$ cat config.mk
export PLATFORM = sky130hd
export DESIGN_NAME = tab_hash_engine_flat
export DESIGN_NICKNAME = d
export VERILOG_FILES = /design/src/rtl/tab_hash_engine_pkg.sv /design/src/rtl/tab_hash_engine_if.sv /design/src/rtl/tab_hash_engine.sv /design/src/flat_wrapper.sv
export SDC_FILE = /design/constraint.sdc
export NUM_CORES = 1
export LEC_CHECK = 0
export CAP_MARGIN = 0
export CELL_PAD_IN_SITES_DETAIL_PLACEMENT = 0
export CELL_PAD_IN_SITES_GLOBAL_PLACEMENT = 2
export CORE_AREA = 2 2 130 132
export CTS_CLUSTER_SIZE = 20
export DETAILED_ROUTE_END_ITERATION = 10
export DIE_AREA = 0 0 132 134
export PLACE_DENSITY_LB_ADDON = 0.1
export SYNTH_ARGS = -nofsm -noshare
export SYNTH_HDL_FRONTEND = slang
export SYNTH_SLANG_ARGS = --single-unit
$ cat constraint.sdc
create_clock -name clk -period 2.46 [get_ports clk]
set_clock_uncertainty 0.15 [all_clocks]
set_input_delay 0.615 -clock clk [delete_from_list [all_inputs] [get_ports clk]]
set_output_delay 0.615 -clock clk [all_outputs]
set_load 0.02 [all_outputs]
$ cat src/rtl/tab_hash_engine_pkg.sv
// Shared types, default sizes and word helpers for the tabulation hash engine.
// The hash word type is fixed at DBITS_DEF bits; engines must use Dbits == DBITS_DEF.
package tab_hash_pkg;

  typedef enum logic [1:0] {
    IDLE,
    LOOKUP,
    DONE
  } state_t;

  localparam int KEY_BITS_DEF  = 32;
  localparam int CHAR_BITS_DEF = 8;
  localparam int NLOC_DEF      = 256;
  localparam int DBITS_DEF     = 32;

  typedef logic [DBITS_DEF-1:0] word_t;

  function automatic int nchars(input int key_bits, input int char_bits);
    return key_bits / char_bits;
  endfunction

  // A right shift by the full word width yields zero, so amount 0 is a plain pass-through
  function automatic word_t rotl(input word_t word, input int amount);
    int amt;
    amt = amount % DBITS_DEF;
    return (word << amt) | (word >> (DBITS_DEF - amt));
  endfunction

endpackage

$ cat src/rtl/tab_hash_engine_if.sv
// Key-in and hash-out handshakes of the tabulation hash engine.
// master = key source / hash consumer side, slave = the engine.
interface tab_hash_engine_if #(
  parameter int KEY_BITS = 32,
  parameter int Dbits    = 32
);

  logic                key_valid;
  logic                key_ready;
  logic [KEY_BITS-1:0] key;
  logic                hash_valid;
  logic                hash_ready;
  logic [Dbits-1:0]    hash;

  modport master (
    output key_valid, key, hash_ready,
    input  key_ready, hash_valid, hash
  );

  modport slave (
    input  key_valid, key, hash_ready,
    output key_ready, hash_valid, hash
  );

endinterface

$ cat src/rtl/tab_hash_engine.sv
// Tabulation hash engine: one table lookup per key character, XOR of rotated table words.
// Optional macro TAB_HASH_BACK2BACK_EN lets a new key be accepted in the same cycle the hash retires.
module tab_hash_engine
  import tab_hash_pkg::*;
#(
  parameter int KEY_BITS  = KEY_BITS_DEF,
  parameter int CHAR_BITS = CHAR_BITS_DEF,
  parameter int Nloc      = NLOC_DEF,
  parameter int Dbits     = DBITS_DEF
) (
  input  logic                    clk,
  input  logic                    rst_n,
  tab_hash_engine_if.slave        bus,
  output logic [$clog2(Nloc)-1:0] tbl_addr,
  input  logic [Dbits-1:0]        tbl_data
);

  localparam int NCHARS = nchars(KEY_BITS, CHAR_BITS);
  localparam int IDX_W  = (NCHARS > 1) ? $clog2(NCHARS) : 1;
  localparam int ADDR_W = $clog2(Nloc);
  localparam logic [IDX_W-1:0] LAST_IDX = IDX_W'(NCHARS - 1);

  state_t              state;
  state_t              next_state;
  logic [KEY_BITS-1:0] key_reg;
  logic [IDX_W-1:0]    idx;
  logic [Dbits-1:0]    acc;
  logic [Dbits-1:0]    rot_word;
  logic                key_fire;

  logic [CHAR_BITS-1:0] key_chars [NCHARS];

  for (genvar i = 0; i < NCHARS; i++) begin : g_chars
    assign key_chars[i] = key_reg[i*CHAR_BITS +: CHAR_BITS];
  end

  assign key_fire = bus.key_valid && bus.key_ready;
  assign rot_word = Dbits'(rotl(word_t'(tbl_data), int'(idx) * CHAR_BITS));

  always_ff @(posedge clk or negedge rst_n) begin
    if (!rst_n) begin
      state <= IDLE;
    end else begin
      state <= next_state;
    end
  end

  always_comb begin
    next_state = state;
    case (state)
      IDLE:   if (bus.key_valid) next_state = LOOKUP;
      LOOKUP: if (idx == LAST_IDX) next_state = DONE;
      DONE: begin
        if (bus.hash_ready) begin
`ifdef TAB_HASH_BACK2BACK_EN
          next_state = bus.key_valid ? LOOKUP : IDLE;
`else
          next_state = IDLE;
`endif
        end
      end
      default: next_state = IDLE;
    endcase
  end

  always_comb begin
    bus.key_ready  = 1'b0;
    bus.hash_valid = 1'b0;
    bus.hash       = '0;
    tbl_addr       = '0;
    case (state)
      IDLE:   bus.key_ready = 1'b1;
      LOOKUP: tbl_addr = ADDR_W'(key_chars[idx]);
      DONE: begin
        bus.hash_valid = 1'b1;
        bus.hash       = acc;
`ifdef TAB_HASH_BACK2BACK_EN
        bus.key_ready  = bus.hash_ready;
`endif
      end
      default: ;
    endcase
  end

  // A new key always wins over accumulation; the two never coincide since key_ready is low in LOOKUP
  always_ff @(posedge clk or negedge rst_n) begin
    if (!rst_n) begin
      key_reg <= '0;
      idx     <= '0;
      acc     <= '0;
    end else if (key_fire) begin
      key_reg <= bus.key;
      idx     <= '0;
      acc     <= '0;
    end else if (state == LOOKUP) begin
      acc <= acc ^ rot_word;
      if (idx != LAST_IDX) idx <= idx + 1'b1;
    end
  end

endmodule

$ cat src/flat_wrapper.sv
// flat-port wrapper written by rule: the top's interface ports become plain ports
module tab_hash_engine_flat import tab_hash_pkg::*;
#(
  parameter int KEY_BITS  = KEY_BITS_DEF,
  parameter int CHAR_BITS = CHAR_BITS_DEF,
  parameter int Nloc      = NLOC_DEF,
  parameter int Dbits     = DBITS_DEF
)
  (clk, rst_n, tbl_addr, tbl_data, bus_key_valid, bus_key, bus_hash_ready, bus_key_ready, bus_hash_valid, bus_hash);
  tab_hash_engine_if #(.KEY_BITS(KEY_BITS), .Dbits(Dbits)) bus_i ();
  input  logic clk;
  input  logic rst_n;
  output logic [$clog2(Nloc)-1:0] tbl_addr;
  input  logic [Dbits-1:0] tbl_data;
  input wire logic [$bits(bus_i.key_valid)-1:0] bus_key_valid;
  input wire logic [$bits(bus_i.key)-1:0] bus_key;
  input wire logic [$bits(bus_i.hash_ready)-1:0] bus_hash_ready;
  output wire logic [$bits(bus_i.key_ready)-1:0] bus_key_ready;
  output wire logic [$bits(bus_i.hash_valid)-1:0] bus_hash_valid;
  output wire logic [$bits(bus_i.hash)-1:0] bus_hash;
  assign bus_i.key_valid = bus_key_valid;
  assign bus_i.key = bus_key;
  assign bus_i.hash_ready = bus_hash_ready;
  assign bus_key_ready = bus_i.key_ready;
  assign bus_hash_valid = bus_i.hash_valid;
  assign bus_hash = bus_i.hash;
  tab_hash_engine #(.KEY_BITS(KEY_BITS), .CHAR_BITS(CHAR_BITS), .Nloc(Nloc), .Dbits(Dbits)) u_core (.clk(clk), .rst_n(rst_n), .bus(bus_i), .tbl_addr(tbl_addr), .tbl_data(tbl_data));
endmodule
* Word level (Yosys, flattened, before mapping)
Cells that the tools add are included.
Storage, ports and cells: input bits 68, register bits after elaboration 68, word-level logic and storage cells 41
Cells by class: order comparisons 1, muxes and demuxes 16, add/subtract/negate cells 2, eq/ne operators 7, bitwise gates (word level) 3, shifts and indexed selects 2, reductions and logical operators 6
Operators by type and width (count):
- 32-bit two-way mux | 3
- 32-bit OR | 1
- 32-bit by 5-bit left shift with 32-bit output | 1
- 32-bit by 32-bit right shift with 32-bit output | 1
- 32-bit bitwise XOR | 1
- 8-bit two-way mux | 3
- 8-bit binary-select mux with 2-bit select | 1
- 2-bit two-way mux | 6
- 6-bit by 5-bit subtractor with 7-bit output (first input constant) | 1
- 2-bit != test (second input constant) | 3
- 2-bit case mux with 3 select lines | 1
- 2-bit equality test (second input constant) | 2
- 2-bit nonzero test | 2
- 3-bit >= comparator (second input constant) | 1
- 2-bit NOT with 3-bit output | 1
- 3-bit AND reduction | 1
- 2-bit by 1-bit adder with 2-bit output (second input constant) | 1
- 2-bit by 1-bit equality test with 1-bit output (second input constant) | 1
- 2-bit logical NOT | 1
- 1-bit two-way mux | 2
- 2-bit by 1-bit != test with 1-bit output (second input constant) | 1
- 2-bit AND reduction | 1
- 1-bit logical AND | 1

* Logic depth before layout (Yosys ltp)
word-level depth 6, mapped depth 12

* Least setup slack after synthesis
No wires, ideal clock.
kind reg-to-reg, start point reg u_core.idx[0], end point reg u_core.acc[3], data required time 2.233 ns, period minus slack after synthesis 2.313 ns, stages on the path, launching flop included 13, library setup time 0.077 ns, path slack 0.147 ns, data arrival time 2.086 ns, cells stage by stage dfrtp_1 -> buf_4 -> inv_1 -> buf_2 -> ha_1 -> buf_4 -> o21ai_2 -> and3_4 -> buf_6 -> buf_6 -> a221oi_2 -> nand3_1 -> o21ai_1
Between the ends: cells in the longest elaborated chain, start to end 6, elaborated cells between the ends (all ways) 7, classes of those cells add/sub: 1; shift: 2; mux: 2; bitwise: 2
Ends and longest elaborated chain:
- start, declared | line tab_hash_engine.sv:26 | logic [IDX_W-1:0] idx;
- start signal, assigned | line tab_hash_engine.sv:97 | if (idx != LAST_IDX) idx <= idx + 1'b1;
- 6-bit by 5-bit subtractor with 7-bit output | line tab_hash_engine_pkg.sv:26 | return (word << amt) | (word >> (DBITS_DEF - amt));
- 32-bit by 32-bit right shift with 32-bit output | line tab_hash_engine_pkg.sv:26
- 32-bit OR (*) | line tab_hash_engine_pkg.sv:26
- 32-bit bitwise XOR (*) | line tab_hash_engine.sv:96 | acc <= acc ^ rot_word;
- 32-bit two-way mux (*) | line tab_hash_engine.sv:95 | end else if (state == LOOKUP) begin
- 32-bit two-way mux (*) | line tab_hash_engine.sv:91 | end else if (key_fire) begin
- end signal, assigned | line tab_hash_engine.sv:96
- end, declared | line tab_hash_engine.sv:27 | logic [Dbits-1:0] acc;
Mark *: on every way between the ends. The rest lies on a longest branch, timed or not. The select of a mux whose other input is x is not followed. A chain may end at the register's enable or synchronous reset.

* Worst setup path in the final report
start point reg u_core.idx[0], end point out tbl_addr[0]
Between the ends: cells in the longest elaborated chain, start to end 5
Ends and longest elaborated chain:
- 2-bit NOT with 3-bit output (not written as such) | line tab_hash_engine.sv:73 | LOOKUP: tbl_addr = ADDR_W'(key_chars[idx]);
- 8-bit binary-select mux with 2-bit select | line tab_hash_engine.sv:73
- 8-bit two-way mux (not written as such) (2 in series) | line tab_hash_engine.sv:73
- 8-bit two-way mux | line tab_hash_engine.sv:71 | case (state)
- end, declared | line flat_wrapper.sv:13 | output logic [$clog2(Nloc)-1:0] tbl_addr;
No other way between the ends. The select of a mux whose other input is x is not followed.

==> flow_summary_export.csv <==
group,metric,value,unit
timing,whs,0.0601,ns
placed_design,place_hpwl,9.79,mm
critical_path,crit_chain,"buf_12 -> buf_6 -> mux4_2 -> and2_4 -> buf_6",
global_routing,antenna_found_initial,0,
final_layout,drive_gt1_frac,0.230,
logic_synthesis,syn-num-nets,517,
drt,wl_per_cell,17.5,um
pwr,sw_frac_of_total,0.408,
logic_synthesis,syn_avg_cell_area,9.31,um^2
critical_path,cp.required,1.69,ns
timing,rsz0062_at_grt,"yes",
timing,max_freq,0.399,GHz
drt,vias,3797,
global_routing,grt_usage,0.163,
pwr,power_density,1360,nW/um^2
placed_design,dp.cells,779,
floorplanning,num_io_pins,110,
floorplanning,initial_utilization,0.255,
pwr,ir_drop,669,uV
critical_path,critical_path_class,"reg -> out",
global_routing,grt_pass1_wl,21.9,mm
critical_path,cpMostUsedCell,"buf_6",
drt,drcViolationCount,0,
critical_path,crit_fanout,7,
hold_path,hp-class,"in -> async",
floorplanning,core.rowCount,47,
logic_synthesis,synthFlopType,"dfrtp_1",
logic_synthesis,syn_inst,446,
drt,dr.pass1.iters,7,
timing,worst_pin_slew,0.539,ns
critical_path,cp_num_buf_inv,3,
pwr,power_frac_seq,0.240,
logic_synthesis,synth-simple-area-share,0.251,
drt,detail-route-antenna-nets,0,
clock_network,clk_latency,0.34,ns
clock_network,clkTransAtPathRegs,0.06,ns
timing,maxSlewHeadroom,0.640,
clock_network,cts_root_buf,"clkbuf_16",
critical_path,cp_slowest_cell,"mux4_2",
clock_network,cts_buffers,9,
global_routing,grt_max_degree,63,
pwr,p_switching,0.00347,W
pwr,pwr-share-clk,0.162,
critical_path,startpoint_type,"register",
timing,period_needed,2.51,ns
clock_network,cts_num_sinks,68,
clock_network,htreeDepth,3,
timing,setup_viol,5,
timing,finalCritPeriodShare,1.02,
final_layout,antenna_cells,0,
critical_path,critical_path_arrival,1.74,ns
pwr,p_int,0.00503,W
logic_synthesis,synthXorXnorAreaFrac,0.00211,
logic_synthesis,synth-seq-cells,68,
final_layout,nets,654,
floorplanning,die_h,134,um
pwr,pwr-share-comb,0.598,
pwr,p_leak,2.85,nW
critical_path,cp_slowest_stage_delay,0.48,ns
final_layout,final_util,0.384,
logic_synthesis,synth_top_family_by_area,"simple AND/OR/NAND/NOR gates",
logic_synthesis,synthArstFlopShare,1.00,
floorplanning,die_w,132,um
logic_synthesis,ys_seq_area_frac,0.410,
logic_synthesis,synth_compound_area_frac,0.139,
final_layout,area_delta_synth_final,50.5,%
run_status,violations,"setup timing",
timing,setup_tns,-0.189,ns
placed_design,place_ws,-0.129,ns
logic_synthesis,synth_edf_count,0,
global_routing,grt_pass1_vias,3752,
logic_synthesis,synth_area,4150,um^2
final_layout,fin_cells,808,
drt,routed_wl,14.1,mm
clock_network,hold_buffers,0,
critical_path,endpoint_kind,"output port",
floorplanning,core_area,16300,um^2
timing,hold_viol,0,
placed_design,gp_congestion,0.838,
final_layout,final_cell_mix,"133 x nand2_1, 68 x dfrtp_1, 67 x clkdlybuf4s50_1",
timing,worst_slack,-0.0479,ns
timing,drv_slew,0,
clock_network,cts_tree,"built",
logic_synthesis,synth.area.mux_share,0.150,
run_status,outcome,"complete, but fails checks",
logic_synthesis,synth_cell_types,46,
drt,vias_per_cell,4.70,
floorplanning,fp.dieArea,17700,um^2
flow_run,max_cap_viol_count,0,
logic_synthesis,yosys_warnings,0,
logic_synthesis,synth_fa_ha_area_frac,0.00904,
drt,drt_iter0_markers,173,
clock_network,cts_buffer_depth,2,
global_routing,grt-ovfl-total,0,
final_layout,final_common_cell,"nand2_1",
critical_path,critPathTopFamily,"multiplexers",
placed_design,portBuffers,109,
## final timing paths
| check | startpoint | end | slack (ns) | cells after the start |
|---|---|---|---|---|
| worst max-delay path | u_core.idx[0] | tbl_addr[0] | -0.05 | 5 |
| worst min-delay path | rst_n | u_core.state[0] | 0.06 | 1 |
| worst max register to register | u_core.idx[0] | u_core.acc[12] | 0.04 | 10 |
| worst min register to register | u_core.acc[9] | u_core.acc[9] | 0.31 | 1 |
| max in group asynchronous | rst_n | u_core.acc[10] | 1.52 | 2 |
| min in group clk | u_core.acc[9] | u_core.acc[9] | 0.31 | 1 |
## through the flow
step                total power, W  cell area, um^2
floorplan                  0.00496             4150
global placement           0.00665             5700
detailed placement         0.00668             5700
CTS                        0.00809             6000
global route               0.00912             6250
finish                     0.00850             6250
## per-layer routing
| metal | routed length, um | vias to the layer above | GRT usage |
|---|---|---|---|
| met5 | 0 | - | 0 |
| met4 | 181 | 0 | 0.0489 |
| met3 | 883 | 11 | 0.0533 |
| met2 | 6980 | 102 | 0.269 |
| met1 | 6080 | 1854 | 0.203 |
| li1 | - | 1830 | - |
## cell families after synthesis
group | after synthesis
AND/OR/NAND/NOR | 217
AO/OA/AOI/OAI | 74
flip-flops | 68
multiplexers | 51
buffers and inverters | 32
adder cells (fa/ha/maj) | 3
XOR/XNOR | 1
## what timing repair did
item | in CTS | in global routing
setup buffers | 4 | 9
resized for setup | 74 | 72
pin swaps | 1 | 16
endpoints found under the setup margin | 46 | 47
## worst reg2reg max path, delay by kind of cell (launching register included)
kind	cells	cell delay [ns]
flip-flops	1	0.39
adder cells (fa/ha/maj)	1	0.31
buffers and inverters	4	0.53
AO/OA/AOI/OAI	2	0.44
AND/OR/NAND/NOR	2	0.35
multiplexers	1	0.13
## layout make-up
cell class	instances	area [um^2]
Fill cell	1679	10000
Multi-Input combinational cell	346	2450
Sequential cell	68	1700
Timing Repair Buffer	153	1490
Tap cell	220	275
Clock buffer	11	253
Clock inverter	5	60.1
Inverter	5	22.5
## cell usage after synthesis (3+ instances only)
library cell  number  share of area
a22oi_1           10          0.018
nor2b_1            5         0.0075
inv_1              4         0.0036
buf_2             10          0.012
mux2i_1           34          0.082
a22o_1             6          0.013
a21oi_1           14          0.017
mux2_2             9          0.024
a222oi_1           4         0.0096
buf_4              4         0.0072
o21ai_1            7         0.0084
a221oi_1           5          0.011
mux4_2             8          0.043
and2_1            41          0.062
ha_1               3         0.0090
a221oi_2           8          0.029
nand3_1            8         0.0096
clkbuf_1          11         0.0099
nand2_1          134           0.12
dfrtp_1           68           0.41
nor2_1            15          0.014
o21ai_0            8         0.0096
a32oi_1            3         0.0063
## power by group through the flow
stage | registers, W | clock network [W] | logic (W)
2_1_floorplan | 0.00194 | 0 | 0.00301
6_report | 0.00204 | 0.00138 | 0.00508
5_1_grt | 0.00212 | 0.00148 | 0.00552
4_1_cts | 0.00205 | 0.00143 | 0.00462
3_3_place_gp | 0.00206 | 0 | 0.00459
3_5_place_dp | 0.00206 | 0 | 0.00463
(Power assumes the default switching activity.)
